## config.mk

```make
export PLATFORM = sky130hd
export DESIGN_NAME = reset_sequencer
export DESIGN_NICKNAME = d
export VERILOG_FILES = /design/src/rtl/reset_seq_pkg.sv /design/src/rtl/reset_sync.sv /design/src/rtl/reset_sequencer.sv
export SDC_FILE = /design/constraint.sdc
export NUM_CORES = 1
export LEC_CHECK = 0
export CORE_MARGIN = 2
export CORE_UTILIZATION = 57
export DETAILED_ROUTE_END_ITERATION = 10
export GPL_TIMING_DRIVEN = 0
export PLACE_DENSITY = 0.89
export SETUP_SLACK_MARGIN = 0.5
export SYNTH_ARGS = -nofsm -noshare
export SYNTH_HDL_FRONTEND = slang
export SYNTH_HIERARCHICAL = 1
export SYNTH_SLANG_ARGS = --single-unit
export TNS_END_PERCENT = 100
```

## constraint.sdc

```tcl
create_clock -name CLK -period 5.6 [get_ports CLK]
set_input_delay 0.84 -clock CLK [delete_from_list [all_inputs] [get_ports CLK]]
set_output_delay 0.84 -clock CLK [all_outputs]
set_load 0.005 [all_outputs]
```

## src/rtl/reset_seq_pkg.sv

```systemverilog
// Shared types for the reset sequencer: FSM states, reset-cause codes and a
// small elaboration-time helper.
package reset_seq_pkg;

   typedef enum logic [1:0] {SYNC, HOLD, RELEASE, RUN} state_t;

   localparam logic [1:0] CAUSE_POR = 2'b00;
   localparam logic [1:0] CAUSE_SW  = 2'b01;
   localparam logic [1:0] CAUSE_WDT = 2'b10;

   function automatic int unsigned max_u(input int unsigned a, input int unsigned b);
      return (a > b) ? a : b;
   endfunction

endpackage

```

## src/rtl/reset_sync.sv

```systemverilog
// Deassertion synchroniser: clears asynchronously with the pad reset and
// shifts in a constant 1, so release only ever happens on a clock edge.
module reset_sync #(
   parameter int unsigned STAGES = 2
) (
   input  logic i_clk,
   input  logic i_rst_n,
   output logic o_sync
);

   logic [STAGES-1:0] r_chain;

   always_ff @(posedge i_clk or negedge i_rst_n) begin
      if (!i_rst_n) r_chain <= '0;
      else          r_chain <= {r_chain[STAGES-2:0], 1'b1};
   end

   assign o_sync = r_chain[STAGES-1];

endmodule

```

## src/rtl/reset_sequencer.sv

```systemverilog
// Per-domain reset generator: async assert, synchronised and staggered release,
// software/watchdog re-issue with cause recording. Every output is a flop.
module reset_sequencer
   import reset_seq_pkg::*;
#(
   parameter int unsigned SYNC_STAGES = 2,
   parameter int unsigned HOLD_CYCLES = 16,
   parameter int unsigned NUM_DOMAINS = 4,
   parameter int unsigned STAGGER     = 4
) (
   input  logic                   CLK,
   input  logic                   R,
   input  logic                   SW_RST_REQ,
   input  logic                   WDT_EXPIRE,
   output logic [NUM_DOMAINS-1:0] RST_N,
   output logic                   RST_DONE,
   output logic [1:0]             RST_CAUSE
);

   localparam int unsigned CNT_MAX = max_u(HOLD_CYCLES, STAGGER * (NUM_DOMAINS - 1));
   localparam int unsigned CNT_W   = $clog2(CNT_MAX + 1);
   localparam logic [CNT_W-1:0] HOLD_LAST = CNT_W'(HOLD_CYCLES - 1);

   state_t                 r_state, w_state;
   logic [CNT_W-1:0]       r_cnt, w_cnt, w_cnt_inc;
   logic [NUM_DOMAINS-1:0] r_rst_n, w_rst_n, w_stagger_hit;
   logic                   r_done, w_done;
   logic [1:0]             r_cause, w_cause;
   logic                   w_sync;

   reset_sync #(.STAGES(SYNC_STAGES)) u_sync (
      .i_clk   (CLK),
      .i_rst_n (R),
      .o_sync  (w_sync)
   );

   assign w_cnt_inc = r_cnt + CNT_W'(1);

   // RELEASE counts edges since domain 0 came out; domain i follows STAGGER*i later.
   always_comb begin
      w_stagger_hit = '0;
      for (int unsigned i = 1; i < NUM_DOMAINS; i++)
         w_stagger_hit[i] = (w_cnt_inc == CNT_W'(STAGGER * i));
   end

   always_comb begin
      w_state = r_state;
      w_cnt   = r_cnt;
      w_rst_n = r_rst_n;
      w_done  = r_done;
      w_cause = r_cause;
      case (r_state)
         SYNC: begin
            if (w_sync) begin
               w_state = HOLD;
               w_cnt   = '0;
            end
         end
         HOLD: begin
            if (r_cnt == HOLD_LAST) begin
               w_state    = RELEASE;
               w_cnt      = '0;
               w_rst_n[0] = 1'b1;
            end else begin
               w_cnt = w_cnt_inc;
            end
         end
         RELEASE: begin
            if (&r_rst_n) begin
               w_state = RUN;
               w_cnt   = '0;
               w_done  = 1'b1;
            end else begin
               w_cnt   = w_cnt_inc;
               w_rst_n = r_rst_n | w_stagger_hit;
            end
         end
         RUN: begin
            // Watchdog takes priority when both requests land on the same edge.
            if (WDT_EXPIRE || SW_RST_REQ) begin
               w_state = HOLD;
               w_cnt   = '0;
               w_rst_n = '0;
               w_done  = 1'b0;
               w_cause = WDT_EXPIRE ? CAUSE_WDT : CAUSE_SW;
            end
         end
         default: w_state = SYNC;
      endcase
   end

   always_ff @(posedge CLK or negedge R) begin
      if (!R) begin
         r_state <= SYNC;
         r_cnt   <= '0;
         r_rst_n <= '0;
         r_done  <= 1'b0;
         r_cause <= CAUSE_POR;
      end else begin
         r_state <= w_state;
         r_cnt   <= w_cnt;
         r_rst_n <= w_rst_n;
         r_done  <= w_done;
         r_cause <= w_cause;
      end
   end

   assign RST_N     = r_rst_n;
   assign RST_DONE  = r_done;
   assign RST_CAUSE = r_cause;

endmodule

```

==> results.sh, run 1 <==
export IMPL_run_status="completed"
export IMPL_whs_endpoint="u_sync/r_chain[1]$_DFF_PN0_"
export IMPL_synth_top_area_share_pct=45.1
export IMPL_synthesis_warnings=6
export IMPL_grt_busiest_layer="met2"
export IMPL_timing_final_hold_violations=0
export IMPL_tritoncts_num_buffers=3
export IMPL_post_cts_resize_count=0
export IMPL_path_max_fanout=7
export IMPL_rows=14
export IMPL_final_cells=118
export IMPL_final_skew_ns=0.00242
export IMPL_drt_wirelength_per_cell_microns=12.9
export IMPL_placed_cells_incl_taps=114
export IMPL_gr_total_overflow=0
export IMPL_worst_path_buf_inv=1
export IMPL_antenna_cells_inserted=0
export IMPL_htreeDepth=1
export IMPL_type_of_element_capturing_the_critical_path="register"
export IMPL_hold_path_startpoint="u_sync/r_chain[0]$_DFF_PN0_"
export IMPL_layout_cells_sized_above_1_pct=14.7
export IMPL_synth_cells=88
export IMPL_slowest_delay_ns=0.53
export IMPL_finish_utilization_pct=70.1
export IMPL_grt_pass1_vias=650
export IMPL_syn_mean_instance_area_sq_um=10.1
export IMPL_insertion_delay_ns=0.29
export IMPL_met3_usage_pct=2.50
export IMPL_detail_route_wirelength_microns=1520
export IMPL_detail_route_vias_per_cell=5.92
export IMPL_grt_util_met2_pct=34.0
export IMPL_die_height_microns=43.5
export IMPL_num_io_pins=11
export IMPL_drt_iter0_markers=20
export IMPL_power_per_cell_area_mw_per_mm2=420
export IMPL_synth_cell_type_count=31
export IMPL_drtPass1Iterations=4
export IMPL_setup_repair_after_global_routing_missed_its_margin="no"
export IMPL_fp_coreArea_sq_mm=0.00149
export IMPL_global_route_usage_total_pct=18.8
export IMPL_worst_r2r_path_cells=8
export IMPL_total_leakage_power_nw=0.506
export IMPL_vias_post_dr=699
export IMPL_dp_hpwl_microns=1150
export IMPL_worst_ep_required_time_ns=5.79
export IMPL_die_width_microns=43.5
export IMPL_cp_start_kind="input pin"
export IMPL_crit_reg_reg_startpoint="r_cnt[0]$_DFFE_PN0P_"
export IMPL_layout_worst_path_cycle_share_pct=36.8
export IMPL_gp_congestion=0.820
export IMPL_ctsHoldBuffers=0
export IMPL_finalSetupViolCount=0
export IMPL_clock_tree_buffer_depth=2
export IMPL_port_buffers=10
export IMPL_final_fill_count=105
export IMPL_cts_setup_buffers=0
export IMPL_synthesis_nets=102
export IMPL_reg2reg_setup_slack_ns=3.65
export IMPL_synth_top_cell_by_area="sky130_fd_sc_hd__dfrtp_1"
export IMPL_largest_net_degree_at_the_start_of_global_routing=17
export IMPL_finalMaxSlewViolations=0
export IMPL_tritoncts_clock_tree="built"
export IMPL_timing_setup_tns_ns=0
export IMPL_cp_max_delay_cell="sky130_fd_sc_hd__clkdlybuf4s50_1"
export IMPL_top_area_cells_in_the_synthesized_netlist="sky130_fd_sc_hd__dfrtp_1, sky130_fd_sc_hd__ha_1, sky130_fd_sc_hd__nand2_1"
export IMPL_max_cap_viol_count=0
export IMPL_setup_worst_path_class="in2reg"
export IMPL_grt_first_pass_wirelength_microns=2660
export IMPL_clock_transition_at_the_registers_of_the_reported_paths_ns=0.09
export IMPL_layout_nets=117
export IMPL_drc=0
export IMPL_start_util_pct=59.6
export IMPL_crit_family="buffers and inverters"
export IMPL_fmax_mhz=486
export IMPL_worstHoldPathCells=0
export IMPL_buffer_type_at_the_clock_tree_root="sky130_fd_sc_hd__clkbuf_4"
export IMPL_synth_seq_area_share_pct=45.1
export IMPL_syn_area_sq_um=887
export IMPL_rr_endpoint="RST_N[3]$_DFFE_PN0P_"
export IMPL_layout_area_overhead_vs_synth_pct=17.6
export IMPL_worst_endpoint_arrival_ns=2.25
export IMPL_timing_critical_path_cells="clkdlybuf4s50_1, nor2_1, a21oi_2, nand2_1, mux2_2"
export IMPL_worst_slew_pin_transition_ns=0.690
export IMPL_irDropWorstVdd_v=0.000248
export IMPL_gr_usage_met1_pct=20.9
export IMPL_die_area_sq_mm=0.00189
export IMPL_p_total_w=0.000438
export IMPL_drt_antenna_violating_nets=0
export IMPL_worst_slew_margin_rel_pct=53.9
export IMPL_shortest_clock_period_the_worst_path_allows_after_layout_ns=2.06
export IMPL_antenna_found_initial=0
export IMPL_min_path_type="reg2reg"
export IMPL_yosys_register_bits=16
export IMPL_cts_num_sinks=16
[synth_stat cells]
cell / count
sky130_fd_sc_hd__and4_4: 1
sky130_fd_sc_hd__conb_1: 1
sky130_fd_sc_hd__a22o_1: 2
sky130_fd_sc_hd__inv_2: 1
sky130_fd_sc_hd__nand3b_1: 2
sky130_fd_sc_hd__nor2b_1: 2
sky130_fd_sc_hd__o21ai_0: 6
sky130_fd_sc_hd__nor2_2: 1
sky130_fd_sc_hd__inv_1: 5
sky130_fd_sc_hd__nand4b_1: 1
sky130_fd_sc_hd__nand3_1: 4
sky130_fd_sc_hd__xnor2_1: 1
sky130_fd_sc_hd__o22ai_1: 1
sky130_fd_sc_hd__dfrtp_1: 16
sky130_fd_sc_hd__a21oi_2: 1
sky130_fd_sc_hd__or3_2: 1
sky130_fd_sc_hd__o2bb2ai_1: 1
sky130_fd_sc_hd__or4_4: 1
sky130_fd_sc_hd__nor3_1: 1
sky130_fd_sc_hd__nor2_1: 1
sky130_fd_sc_hd__a21o_1: 1
sky130_fd_sc_hd__ha_1: 10
sky130_fd_sc_hd__nand2_1: 15
sky130_fd_sc_hd__xor2_1: 1
sky130_fd_sc_hd__buf_2: 1
sky130_fd_sc_hd__mux2_2: 1
sky130_fd_sc_hd__nand4_1: 1
sky130_fd_sc_hd__a22o_2: 2
sky130_fd_sc_hd__a21o_2: 1
sky130_fd_sc_hd__mux2i_1: 1
sky130_fd_sc_hd__a21oi_1: 4
[worst max-delay path by stage]
stage	from	end	slack, ns	cells after the start
global placement	WDT_EXPIRE	r_state[1]$_DFFE_PN0P_	3.29	5
global route	RST_N[2]$_DFFE_PN0P_	RST_N[2]	3.49	1
finish	WDT_EXPIRE	r_state[1]$_DFFE_PN0P_	3.54	5
CTS	RST_N[2]$_DFFE_PN0P_	RST_N[2]	3.52	1
detailed placement	WDT_EXPIRE	r_state[1]$_DFFE_PN0P_	3.24	5
floorplan	r_cnt[0]$_DFFE_PN0P_	RST_N[2]$_DFFE_PN0P_	3.80	8
[kinds of logic (layout without fill, tap and decap cells)]
kind of cell | Yosys count | count (layout) | synth area share, %
AO/OA/AOI/OAI | 19 | 19 | 14.4
XOR/XNOR | 2 | 2 | 1.97
AND/OR/NAND/NOR | 31 | 31 | 18.5
other | 1 | 1 | 0.423
adder cells (fa/ha/maj) | 10 | 10 | 14.1
buffers and inverters | 7 | 21 | 3.10
flip-flops | 16 | 16 | 45.1
multiplexers | 2 | 2 | 2.40
[state kept, by name (all words and copies together) (netlist names)]
name,cells
RST_CAUSE,2
u_sync/r_chain,2
r_state,2
RST_DONE,1
r_cnt,5
RST_N,4
[cell usage in the layout, fill, tap and decap left out, types with 2 or more instances in the layout]
cell type and count:
sky130_fd_sc_hd__nand3_1 4, sky130_fd_sc_hd__a22o_2 2, sky130_fd_sc_hd__a22o_1 2, sky130_fd_sc_hd__clkbuf_4 3, sky130_fd_sc_hd__nor2b_1 2, sky130_fd_sc_hd__o21ai_0 6, sky130_fd_sc_hd__nand2_1 15, sky130_fd_sc_hd__a21oi_1 4
sky130_fd_sc_hd__ha_1 10, sky130_fd_sc_hd__dfrtp_1 16, sky130_fd_sc_hd__inv_1 5, sky130_fd_sc_hd__clkdlybuf4s50_1 10, sky130_fd_sc_hd__nand3b_1 2
[routing by layer]
layer / vias up / share of wire [%]
met1: 337 / 45
met4: 0 / 2.3
met5: - / 0
met2: 25 / 48
li1: 332 / -
met3: 5 / 5.5
[report_power, final]
| part | switching, W | internal [W] |
|---|---|---|
| Clock | 0.0000379 | 0.0000397 |
| Combinational | 0.000103 | 0.0000901 |
| Sequential | 0.0000237 | 0.000144 |
| Total | 0.000165 | 0.000273 |
[stage by stage]
step           hold slack [ns]  setup slack [ns]  cell area (sq um)
2_1_floorplan            0.331              3.80                887
3_3_place_gp             0.332              3.29               1010
3_5_place_dp             0.346              3.24               1010
4_1_cts                  0.368              3.52               1040
5_1_grt                  0.386              3.49               1040
6_report                 0.364              3.54               1040
[cell type report]
class / count / area [sq um] / share of cell area (%)
multi-input combinational: 65 / 459 / 44.0
sequential: 16 / 400 / 38.4
timing repair buffer: 10 / 100 / 9.59
clock buffer: 4 / 36.3 / 3.48
inverter: 6 / 22.5 / 2.16
tap: 16 / 20.0 / 1.92
buffer: 1 / 5.00 / 0.480
Note: power is estimated with default switching activity, not from simulation.
==> run 2: changes to the inputs <==
Settings changed: CORE_UTILIZATION 57 to 53, PLACE_DENSITY 0.89 to 0.84.
Clock period 5.6 ns to 2.1 ns, I/O delays scaled along.
==> run 2 against run 1 <==
  * Routed wire length rose by 49%
  * Clock skew barely moved
  * Core utilization rose by 7.4 points
  * Die area rose by 6.8%
  * Flip-flop and latch count did not move
  * First-iteration DRC count fell by 25%
  * Critical path type is now reg2reg
  * Critical path depth rose by 3
  * Via count rose by 11%
  * Global-route usage rose by 5.4 points
  * Sequential share of layout area fell by 4.7 points
  * Setup slack got worse by 3.2 ns
==> results.sh, run 2 (synthesized netlist as in run 1, its figures left out) <==
export IMPL_gp_congestion=0.806
export IMPL_final_skew_ns=0.00206
export IMPL_critical_path_top_cell_by_count="sky130_fd_sc_hd__ha_4"
export IMPL_grt_util_met2_pct=42.3
export IMPL_detail_route_vias_per_cell=6.22
export IMPL_worst_ep_required_time_ns=2.34
export IMPL_power_per_cell_area_mw_per_mm2=1160
export IMPL_max_cap_viol_count=0
export IMPL_irDropWorstVdd_v=0.000787
export IMPL_hold_ws_ns=0.366
export IMPL_final_common_cell="sky130_fd_sc_hd__dfrtp_1"
export IMPL_shortest_clock_period_the_worst_path_allows_after_layout_ns=1.77
export IMPL_crit_family="simple AND/OR/NAND/NOR gates"
export IMPL_worst_endpoint_arrival_ns=2.01
export IMPL_cp_start_kind="register"
export IMPL_path_max_fanout=2
export IMPL_largest_net_degree_at_the_start_of_global_routing=17
export IMPL_pre_cts_ws_ns=0.244
export IMPL_fp_coreArea_sq_mm=0.00154
export IMPL_gr_total_overflow=0
export IMPL_worst_slew_pin_transition_ns=0.738
export IMPL_tritoncts_clock_tree="built"
export IMPL_grt_first_pass_wirelength_microns=3380
export IMPL_grt_busiest_layer="met2"
export IMPL_cts_num_sinks=16
export IMPL_type_of_element_capturing_the_critical_path="register"
export IMPL_vias_post_dr=777
export IMPL_setup_ws_ns=0.329
export IMPL_tritoncts_num_buffers=3
export IMPL_worst_path_buf_inv=1
export IMPL_layout_common_cells="sky130_fd_sc_hd__dfrtp_1, sky130_fd_sc_hd__nand2_1, sky130_fd_sc_hd__clkdlybuf4s50_1"
export IMPL_drt_antenna_violating_nets=0
export IMPL_start_util_pct=57.5
export IMPL_worst_slew_margin_rel_pct=50.6
export IMPL_timing_critical_path_cells="ha_4, nand3_4, inv_2, ha_4, nand2_2, or4_4, nor2_4, a22o_2"
export IMPL_layout_area_overhead_vs_synth_pct=34.6
export IMPL_clock_transition_at_the_registers_of_the_reported_paths_ns=0.09
export IMPL_htreeDepth=1
export IMPL_die_height_microns=44.9
export IMPL_run_status="completed"
export IMPL_layout_nets=125
export IMPL_fmax_mhz=565
export IMPL_drc=0
export IMPL_dp_hpwl_microns=1240
export IMPL_final_fill_count=94
export IMPL_grt_pass1_vias=744
export IMPL_finalSetupViolCount=0
export IMPL_max_flop_register="r_cnt"
export IMPL_setup_repair_after_global_routing_missed_its_margin="yes"
export IMPL_rows=14
export IMPL_slowest_delay_ns=0.44
export IMPL_drt_wirelength_per_cell_microns=18.1
export IMPL_die_width_microns=44.9
export IMPL_antenna_cells_inserted=0
export IMPL_global_route_usage_total_pct=24.2
export IMPL_met3_usage_pct=5.20
export IMPL_placed_area_sq_mm=0.00103
export IMPL_clock_tree_buffer_depth=2
export IMPL_layout_worst_path_cycle_share_pct=84.3
export IMPL_insertion_delay_ns=0.29
export IMPL_timing_final_hold_violations=0
export IMPL_antenna_found_initial=0
export IMPL_die_area_sq_mm=0.00202
export IMPL_buffer_type_at_the_clock_tree_root="sky130_fd_sc_hd__clkbuf_4"
export IMPL_cp_max_delay_cell="sky130_fd_sc_hd__or4_4"
export IMPL_final_non_filler_cell_area_sq_mm=0.00119
export IMPL_ctsHoldBuffers=0
export IMPL_num_io_pins=11
export IMPL_layout_cells_sized_above_1_pct=33.0
export IMPL_finalMaxSlewViolations=0
export IMPL_drtPass1Iterations=4
export IMPL_detail_route_wirelength_microns=2260
export IMPL_timing_setup_tns_ns=0
export IMPL_gr_usage_met1_pct=25.0
export IMPL_setup_worst_path_class="reg2reg"
export IMPL_port_buffers=10
export IMPL_drt_iter0_markers=15
export IMPL_min_path_type="reg2reg"
export IMPL_total_leakage_power_nw=0.542
export IMPL_largest_reg_flops=5
run 2: cell count changes in the layout (fill, tap and decap cells not counted), sizes merged:
cell | before | now
buf | 1 | 9
clkbuf | 4 | 3
run 2: layer usage:
metal	vias up	part of all wire (%)
li1	345	-
met1	375	37
met2	45	51
met3	12	6.4
met4	0	5.6
met5	-	0
run 2: where the power goes:
part           leakage [nW]  total, W  internal (W)  switching (W)
Combinational         0.324  0.000768      0.000382       0.000386
Clock                0.0138  0.000165     0.0000668      0.0000985
Sequential            0.204  0.000451      0.000385      0.0000658
Total                 0.542   0.00138      0.000834       0.000550
run 2: layout make-up:
class                   count  area, sq um  share of cell area [%]
repair buffers             18          160                    13.4
flip-flops and latches     16          402                    33.6
clock buffers               3         22.5                    1.89
plain buffers               1         5.00                   0.419
well taps                  16         20.0                    1.68
inverters                   6         22.5                    1.89
multi-input cells          65          562                    47.1
run 2: per-stage QoR:
| step | utilization, % | instances | power, W |
|---|---|---|---|
| 2_1_floorplan | - | 88 | 0.000821 |
| 3_3_place_gp | 66.7 | 114 | 0.000973 |
| 3_5_place_dp | 66.7 | 114 | 0.00100 |
| 4_1_cts | 73.1 | 122 | 0.00122 |
| 5_1_grt | 77.4 | 125 | 0.00147 |
| 6_report | 77.4 | 125 | 0.00138 |
run 2: worst reg2reg max path, cell delays in order (launching register included):
cell                      delay [ns]
sky130_fd_sc_hd__dfrtp_1        0.42
sky130_fd_sc_hd__ha_4           0.19
sky130_fd_sc_hd__nand3_4        0.06
sky130_fd_sc_hd__inv_2          0.05
sky130_fd_sc_hd__ha_4           0.26
sky130_fd_sc_hd__nand2_2        0.04
sky130_fd_sc_hd__or4_4          0.44
sky130_fd_sc_hd__nor2_4         0.11
sky130_fd_sc_hd__a22o_2         0.15
run 2: worst paths after layout:
kind / cells after the start / slack, ns / end / startpoint
worst max-delay path: 8 / 0.33 / RST_N[3]$_DFFE_PN0P_ / r_cnt[1]$_DFFE_PN0P_
worst min-delay path: 0 / 0.37 / u_sync/r_chain[1]$_DFF_PN0_ / u_sync/r_chain[0]$_DFF_PN0_
worst max register to register: 8 / 0.33 / RST_N[3]$_DFFE_PN0P_ / r_cnt[1]$_DFFE_PN0P_
worst min register to register: 0 / 0.37 / u_sync/r_chain[1]$_DFF_PN0_ / u_sync/r_chain[0]$_DFF_PN0_
max in group asynchronous: 1 / 1.14 / r_state[1]$_DFFE_PN0P_ / R
min in group asynchronous: 1 / 0.45 / RST_CAUSE[1]$_DFFE_PN0P_ / R
run 2: repair_timing:
| action | in CTS | in global routing |
|---|---|---|
| gates resized for setup | 8 | 11 |
| endpoints found under the setup margin | 9 | 8 |
| setup buffers | 5 | 3 |
| pin swaps | 3 | 4 |
